**src/rtl/axil_uart_regs_if.sv**
```systemverilog
// rtl/axil_uart_regs_if.sv - AXI4-Lite bus bundle for the UART register front-end
interface axil_uart_regs_if #(
  parameter int C_ADDR_WIDTH = 4
);
  logic [C_ADDR_WIDTH-1:0] awaddr;
  logic                    awvalid;
  logic                    awready;
  logic [31:0]             wdata;
  logic [3:0]              wstrb;
  logic                    wvalid;
  logic                    wready;
  logic [1:0]              bresp;
  logic                    bvalid;
  logic                    bready;
  logic [C_ADDR_WIDTH-1:0] araddr;
  logic                    arvalid;
  logic                    arready;
  logic [31:0]             rdata;
  logic [1:0]              rresp;
  logic                    rvalid;
  logic                    rready;

  modport master (
    output awaddr, awvalid, wdata, wstrb, wvalid, bready, araddr, arvalid, rready,
    input  awready, wready, bresp, bvalid, arready, rdata, rresp, rvalid
  );

  modport slave (
    input  awaddr, awvalid, wdata, wstrb, wvalid, bready, araddr, arvalid, rready,
    output awready, wready, bresp, bvalid, arready, rdata, rresp, rvalid
  );
endinterface

```
**src/rtl/axil_uart_regs.sv**
```systemverilog
// rtl/axil_uart_regs.sv - AXI4-Lite register front-end turning word accesses into UART byte handshakes
module axil_uart_regs (
  input  logic             Clk,
  input  logic             Reset,
  axil_uart_regs_if.slave  s_axi,
  input  logic [7:0]       RX_data,
  input  logic             Empty,
  input  logic             Full,
  input  logic             Overrun,
  input  logic             Frame_error,
  output logic             rd_uart_en,
  output logic [7:0]       TX_data,
  output logic             wr_uart_en,
  output logic             Enable_rx,
  output logic             Enable_tx,
  output logic             irq
);
  typedef enum logic { W_IDLE, W_RESP } w_state_t;
  typedef enum logic { R_IDLE, R_DATA } r_state_t;

  w_state_t    w_state, w_next;
  r_state_t    r_state, r_next;

  // Held low for the first cycle after reset so no handshake (and no pulse) can occur then.
  logic        ready_en;

  logic        aw_held, w_held;
  logic [1:0]  aw_addr_q;
  logic [7:0]  w_data_q;
  logic        w_strb0_q;

  logic        awready, wready, bvalid, arready, rvalid;
  logic        aw_hs, w_hs, ar_hs, do_write;
  logic [1:0]  wr_addr, rd_addr;
  logic [7:0]  wr_data;
  logic        wr_strb0;
  logic        tx_push, ctrl_we, clear_err;
  logic        rx_irq_en, tx_irq_en, sticky_ov, sticky_fe;
  logic [1:0]  bresp_q;
  logic [31:0] rdata_q, rd_word;
  logic        unused_axi;

  assign unused_axi = ^{s_axi.awaddr, s_axi.araddr, s_axi.wdata, s_axi.wstrb};

  assign awready = ready_en & (w_state == W_IDLE) & ~aw_held;
  assign wready  = ready_en & (w_state == W_IDLE) & ~w_held;
  assign arready = ready_en & (r_state == R_IDLE);
  assign aw_hs   = s_axi.awvalid & awready;
  assign w_hs    = s_axi.wvalid & wready;
  assign ar_hs   = s_axi.arvalid & arready;

  // Bus values bypass the holds so the action fires in the cycle of the later handshake.
  assign wr_addr  = aw_held ? aw_addr_q : s_axi.awaddr[3:2];
  assign wr_data  = w_held ? w_data_q : s_axi.wdata[7:0];
  assign wr_strb0 = w_held ? w_strb0_q : s_axi.wstrb[0];

  assign tx_push   = do_write & (wr_addr == 2'd1) & wr_strb0 & ~Full;
  assign ctrl_we   = do_write & (wr_addr == 2'd3) & wr_strb0;
  assign clear_err = ctrl_we & wr_data[4];

  assign rd_addr    = s_axi.araddr[3:2];
  assign rd_uart_en = ar_hs & (rd_addr == 2'd0) & ~Empty;

  assign s_axi.awready = awready;
  assign s_axi.wready  = wready;
  assign s_axi.bvalid  = bvalid;
  assign s_axi.bresp   = bresp_q;
  assign s_axi.arready = arready;
  assign s_axi.rvalid  = rvalid;
  assign s_axi.rdata   = rdata_q;
  assign s_axi.rresp   = 2'b00;

  always_comb begin
    w_next   = w_state;
    bvalid   = 1'b0;
    do_write = 1'b0;
    case (w_state)
      W_IDLE: begin
        if ((aw_held | aw_hs) & (w_held | w_hs)) begin
          do_write = 1'b1;
          w_next   = W_RESP;
        end
      end
      W_RESP: begin
        bvalid = 1'b1;
        if (s_axi.bready) w_next = W_IDLE;
      end
      default: w_next = W_IDLE;
    endcase
  end

  always_comb begin
    r_next = r_state;
    rvalid = 1'b0;
    case (r_state)
      R_IDLE: if (ar_hs) r_next = R_DATA;
      R_DATA: begin
        rvalid = 1'b1;
        if (s_axi.rready) r_next = R_IDLE;
      end
      default: r_next = R_IDLE;
    endcase
  end

  always_comb begin
    rd_word = '0;
    case (rd_addr)
      2'd0:    rd_word = Empty ? 32'd0 : {23'd0, 1'b1, RX_data};
      2'd2:    rd_word = {28'd0, sticky_fe, sticky_ov, Full, Empty};
      2'd3:    rd_word = {28'd0, tx_irq_en, rx_irq_en, Enable_tx, Enable_rx};
      default: rd_word = '0;
    endcase
  end

  always_ff @(posedge Clk or posedge Reset) begin
    if (Reset) begin
      w_state    <= W_IDLE;
      r_state    <= R_IDLE;
      ready_en   <= 1'b0;
      aw_held    <= 1'b0;
      w_held     <= 1'b0;
      aw_addr_q  <= '0;
      w_data_q   <= '0;
      w_strb0_q  <= 1'b0;
      bresp_q    <= 2'b00;
      rdata_q    <= '0;
      wr_uart_en <= 1'b0;
      TX_data    <= '0;
      Enable_rx  <= 1'b0;
      Enable_tx  <= 1'b0;
      rx_irq_en  <= 1'b0;
      tx_irq_en  <= 1'b0;
      sticky_ov  <= 1'b0;
      sticky_fe  <= 1'b0;
      irq        <= 1'b0;
    end else begin
      w_state  <= w_next;
      r_state  <= r_next;
      ready_en <= 1'b1;

      if (aw_hs) begin
        aw_held   <= 1'b1;
        aw_addr_q <= s_axi.awaddr[3:2];
      end else if (bvalid & s_axi.bready) begin
        aw_held <= 1'b0;
      end
      if (w_hs) begin
        w_held    <= 1'b1;
        w_data_q  <= s_axi.wdata[7:0];
        w_strb0_q <= s_axi.wstrb[0];
      end else if (bvalid & s_axi.bready) begin
        w_held <= 1'b0;
      end

      if (do_write) bresp_q <= ((wr_addr == 2'd1) && wr_strb0 && Full) ? 2'b10 : 2'b00;
      wr_uart_en <= tx_push;
      if (tx_push) TX_data <= wr_data;

      if (ctrl_we) begin
        Enable_rx <= wr_data[0];
        Enable_tx <= wr_data[1];
        rx_irq_en <= wr_data[2];
        tx_irq_en <= wr_data[3];
      end

      // A new error pulse wins over a clear landing in the same cycle.
      sticky_ov <= Overrun | (sticky_ov & ~clear_err);
      sticky_fe <= Frame_error | (sticky_fe & ~clear_err);

      irq <= (rx_irq_en & ~Empty) | (tx_irq_en & ~Full) | sticky_ov | sticky_fe;

      if (ar_hs) rdata_q <= rd_word;
    end
  end
endmodule

```
**src/flat_wrapper.sv**
```systemverilog
// flat-port wrapper written by rule: the top's interface ports become plain ports
module axil_uart_regs_flat 
  (Clk, Reset, RX_data, Empty, Full, Overrun, Frame_error, rd_uart_en, TX_data, wr_uart_en, Enable_rx, Enable_tx, irq, s_axi_awaddr, s_axi_awvalid, s_axi_wdata, s_axi_wstrb, s_axi_wvalid, s_axi_bready, s_axi_araddr, s_axi_arvalid, s_axi_rready, s_axi_awready, s_axi_wready, s_axi_bresp, s_axi_bvalid, s_axi_arready, s_axi_rdata, s_axi_rresp, s_axi_rvalid);
  axil_uart_regs_if #(.C_ADDR_WIDTH(4)) s_axi_i ();
  input  logic Clk;
  input  logic Reset;
  input  logic [7:0] RX_data;
  input  logic Empty;
  input  logic Full;
  input  logic Overrun;
  input  logic Frame_error;
  output logic rd_uart_en;
  output logic [7:0] TX_data;
  output logic wr_uart_en;
  output logic Enable_rx;
  output logic Enable_tx;
  output logic irq;
  input wire logic [$bits(s_axi_i.awaddr)-1:0] s_axi_awaddr;
  input wire logic [$bits(s_axi_i.awvalid)-1:0] s_axi_awvalid;
  input wire logic [$bits(s_axi_i.wdata)-1:0] s_axi_wdata;
  input wire logic [$bits(s_axi_i.wstrb)-1:0] s_axi_wstrb;
  input wire logic [$bits(s_axi_i.wvalid)-1:0] s_axi_wvalid;
  input wire logic [$bits(s_axi_i.bready)-1:0] s_axi_bready;
  input wire logic [$bits(s_axi_i.araddr)-1:0] s_axi_araddr;
  input wire logic [$bits(s_axi_i.arvalid)-1:0] s_axi_arvalid;
  input wire logic [$bits(s_axi_i.rready)-1:0] s_axi_rready;
  output wire logic [$bits(s_axi_i.awready)-1:0] s_axi_awready;
  output wire logic [$bits(s_axi_i.wready)-1:0] s_axi_wready;
  output wire logic [$bits(s_axi_i.bresp)-1:0] s_axi_bresp;
  output wire logic [$bits(s_axi_i.bvalid)-1:0] s_axi_bvalid;
  output wire logic [$bits(s_axi_i.arready)-1:0] s_axi_arready;
  output wire logic [$bits(s_axi_i.rdata)-1:0] s_axi_rdata;
  output wire logic [$bits(s_axi_i.rresp)-1:0] s_axi_rresp;
  output wire logic [$bits(s_axi_i.rvalid)-1:0] s_axi_rvalid;
  assign s_axi_i.awaddr = s_axi_awaddr;
  assign s_axi_i.awvalid = s_axi_awvalid;
  assign s_axi_i.wdata = s_axi_wdata;
  assign s_axi_i.wstrb = s_axi_wstrb;
  assign s_axi_i.wvalid = s_axi_wvalid;
  assign s_axi_i.bready = s_axi_bready;
  assign s_axi_i.araddr = s_axi_araddr;
  assign s_axi_i.arvalid = s_axi_arvalid;
  assign s_axi_i.rready = s_axi_rready;
  assign s_axi_awready = s_axi_i.awready;
  assign s_axi_wready = s_axi_i.wready;
  assign s_axi_bresp = s_axi_i.bresp;
  assign s_axi_bvalid = s_axi_i.bvalid;
  assign s_axi_arready = s_axi_i.arready;
  assign s_axi_rdata = s_axi_i.rdata;
  assign s_axi_rresp = s_axi_i.rresp;
  assign s_axi_rvalid = s_axi_i.rvalid;
  axil_uart_regs u_core (.Clk(Clk), .Reset(Reset), .s_axi(s_axi_i), .RX_data(RX_data), .Empty(Empty), .Full(Full), .Overrun(Overrun), .Frame_error(Frame_error), .rd_uart_en(rd_uart_en), .TX_data(TX_data), .wr_uart_en(wr_uart_en), .Enable_rx(Enable_rx), .Enable_tx(Enable_tx), .irq(irq));
endmodule
```
**config.mk**
```make
export PLATFORM = sky130hd
export DESIGN_NAME = axil_uart_regs_flat
export DESIGN_NICKNAME = d
export VERILOG_FILES = /design/src/rtl/axil_uart_regs_if.sv /design/src/rtl/axil_uart_regs.sv /design/src/flat_wrapper.sv
export SDC_FILE = /design/constraint.sdc
export NUM_CORES = 1
export LEC_CHECK = 0
export CAP_MARGIN = 20
export CELL_PAD_IN_SITES_DETAIL_PLACEMENT = 1
export CELL_PAD_IN_SITES_GLOBAL_PLACEMENT = 1
export CORE_UTILIZATION = 28
export DETAILED_ROUTE_END_ITERATION = 16
export GPL_ROUTABILITY_DRIVEN = 0
export PLACE_DENSITY_LB_ADDON = 0.1
export SLEW_MARGIN = 10
export SYNTH_ARGS = -nofsm -noshare
export SYNTH_HDL_FRONTEND = slang
export SYNTH_SLANG_ARGS = --single-unit
```
**constraint.sdc**
```tcl
create_clock -name Clk -period 1.6 [get_ports Clk]
set_input_delay 0.24 -clock Clk [delete_from_list [all_inputs] [get_ports Clk]]
set_output_delay 0.24 -clock Clk [all_outputs]
set_load 0.01 [all_outputs]
```
==> summary.txt <==
Synthesis
  • Post-synth EDFFs: 0
  • Mapped Cells: 163
  • Synth warnings: 0
  • Synth unique cells: 30
  • Synthesized area per cell: 12.44 um^2
  • Async SR Flop Fraction: 100.0%
  • Flop and latch count out of synthesis: 42
  • Largest area contributor in the synthesized netlist: dfrtp_1
  • Dominant cell by count in the synthesized netlist: dfrtp_1
  • Mapped Area: 2028 um^2
  • Top-area cell type share of the netlist area: 51.82%
  • Commonest cells post-synth: dfrtp_1 (42), mux2_2 (33), buf_4 (26)
  • Top FF cell, synth: dfrtp_1
  • Ranking of synthesized cells by area: dfrtp_1 (52%), mux2_2 (18%), buf_4 (9.6%)
  • Sequential area share after synthesis: 51.82%

Global route
  • First-pass GRT wire length: 8.162 mm
  • GRT Resource Usage Total: 14.59%
  • Global route overflow: 0
  • Initial antenna violation count: 0
  • Vias in the first global route: 1,594
  • Pin count of the biggest net entering global routing: 43

Timing
  • Fmax: 632.3 MHz
  • Clock skew: 0.005318 ns
  • RSZ-0062 raised after global routing: true
  • Final critical-path setup slack: 0.01859 ns
  • Final Max Slew Viols: 0
  • Tmin final: 1.581 ns
  • Fin. Hold Viols: 0
  • Final period utilization: 98.84%
  • Final setup violation count: 0
  • Hold slack: 0.2935 ns

Power
  • Total Power: 4130 uW
  • Sequential Power Share: 41.5%
  • VDD IR-drop max: 0.0004819 V
  • PD cells: 1401 nW/um^2
  • NetSw: 1306 uW
  • Combinational power share: 42.3%
  • Net Sw Frac: 31.62%
  • Clk pwr share: 16.2%
  • Internal Power: 2824 uW
  • P_leak: 0.001336 uW

Setup path
  • CP startpoint kind: register
  • Reg2Reg Launch Point: u_core.aw_held
  • WP data arrival: 1.76 ns
  • Critical Path Start: u_core.aw_held
  • Worst-path fanout max: 5
  • WS Path Type: register to register
  • Critical Path RT: 1.77 ns
  • Crit. End Element: register

Clock tree
  • # hold bufs at CTS: 0
  • H-tree depth: 2
  • Clock transition at path regs: 0.07 ns
  • Clock Tree Buf Depth: 2
  • TritonCTS clock tree: yes
  • Total CTS buffers: 5
  • Clk root buf: clkbuf_8
  • CTS Sinks: 42
  • Clock latency on the worst-skew pair: 0.29 ns

Floorplanning
  • Row cnt: 30
  • Die Wd: 87.11 um
  • Starting Density: 29.37%
  • CORE AREA: 6907 um^2
  • Die area: 7588 um^2
  • Die Y-Extent: 87.11 um
  • IO Pins: 117

Final layout
  • Nets: 307
  • Design area: 2948 um^2
  • Synth-to-layout area growth: 45.34%
  • Layout cells sized above 1: 30.45%
  • Ant diodes: 0
  • Final Core Density: 42.68%
  • Filler Cell Count: 776

Place
  • Pre-CTS setup slack: -0.3502 ns
  • Area after DPL: 2750 um^2
  • Detailed placement HPWL: 3.789 mm
  • IO Port Bufs: 59

Min path
  • HP Class: primary input to async pin

Drt
  • Drt first pass iters: 4
  • DRC Markers: 0
  • WL final: 5.077 mm
  • Per-cell routed wire length: 14.98 um
  • DR iter-0 viols: 53
  • Detail Route Antenna Nets: 0
  • Via Count: 1,433
  • Vias per cell: 4.227

Run
  • MaxCap Viol Count: 0

Run status
  • Status: complete, no violations
-- cell usage in the layout, fill, tap and decap left out, types with 6 or more instances in the layout --
master / count
inv_1: 6
nand2_1: 6
conb_1: 27
buf_4: 14
mux2_4: 6
clkdlybuf4s50_1: 55
o21ai_0: 6
mux2_2: 29
clkbuf_8: 6
dfrtp_1: 40
-- metrics by stage --
stage	cells	TNS, ns
after CTS	338	-0.02505
after floorplan	188	0
after global routing	339	-0.2894
after global placement	329	-3.344
after detailed placement	329	-4.269
final	339	0
-- cell type report --
type                    instances  area (um^2)  share of cell area (%)
multi-input cells             111        919.6                   31.20
inverters                       7        26.28                  0.8913
well taps                      96        120.1                   4.075
repair buffers                 77        745.7                   25.30
clock buffers                   6        82.58                   2.801
flip-flops and latches         42         1054                   35.74
-- state kept, by name, indices dropped and copies added (netlist names) --
name                count
u_core.s_axi.rdata      9
u_core.TX_data          8
u_core.w_data_q         8
u_core.aw_addr_q        2
u_core.Enable_rx        1
u_core.Enable_tx        1
u_core.aw_held          1
u_core.irq              1
u_core.r_state          1
u_core.ready_en         1
u_core.rx_irq_en        1
u_core.s_axi.bresp      1
u_core.sticky_fe        1
u_core.sticky_ov        1
u_core.tx_irq_en        1
u_core.w_held           1
u_core.w_state          1
u_core.w_strb0_q        1
u_core.wr_uart_en       1
-- routing by layer --
metal  vias to the layer above  GRT usage, %  wire length (um)
met1                       715         17.84              2108
met3                         5         3.223               222
met4                         0         5.365                70
met2                        39         25.20              2676
li1                        674             -                 -
met5                         -             0                 0
-- worst paths after layout --
check	end	cells after the start	slack (ns)
worst max-delay path	u_core.Enable_tx	4	0.02
worst min-delay path	u_core.s_axi.rdata[5]	3	0.29
worst max register to register	u_core.Enable_tx	4	0.02
worst min register to register	u_core.s_axi.rdata[8]	1	0.49
max in group asynchronous	u_core.w_state	3	1.08
min in group Clk	u_core.s_axi.rdata[8]	1	0.49
-- cell families (layout without fill, tap and decap cells) --
logic type	after synthesis	in the layout	share of synthesized area, %
buffers and inverters	36	90	11.54
and+or+nand+nor	22	23	7.219
DFF	42	42	51.82
other	2	27	0.3703
muxes	38	38	21.28
AOI/OAI and AO/OA	23	23	7.773
-- power by group through the flow --
stage / Combinational [uW] / Sequential [uW] / Clock, uW
2_1_floorplan: 824 / 1700 / 0
3_3_place_gp: 1550 / 1670 / 0
3_5_place_dp: 1590 / 1690 / 0
4_1_cts: 1650 / 1690 / 704
5_1_grt: 1890 / 1770 / 742
6_report: 1750 / 1710 / 670
-- timing repair --
action / in CTS / in global routing
cloned: 1 / 0
endpoints found under the setup margin: 16 / 16
pin swaps: 2 / 3
resized for setup: 13 / 13
buffers inserted: 2 / 1
-- critical path: stages (launching register included) --
cell	delay [ns]
dfrtp_2	0.49
mux2i_4	0.37
nand3b_1	0.17
buf_6	0.14
mux2_4	0.29
No activity file was read; power rests on OpenSTA's default activity.
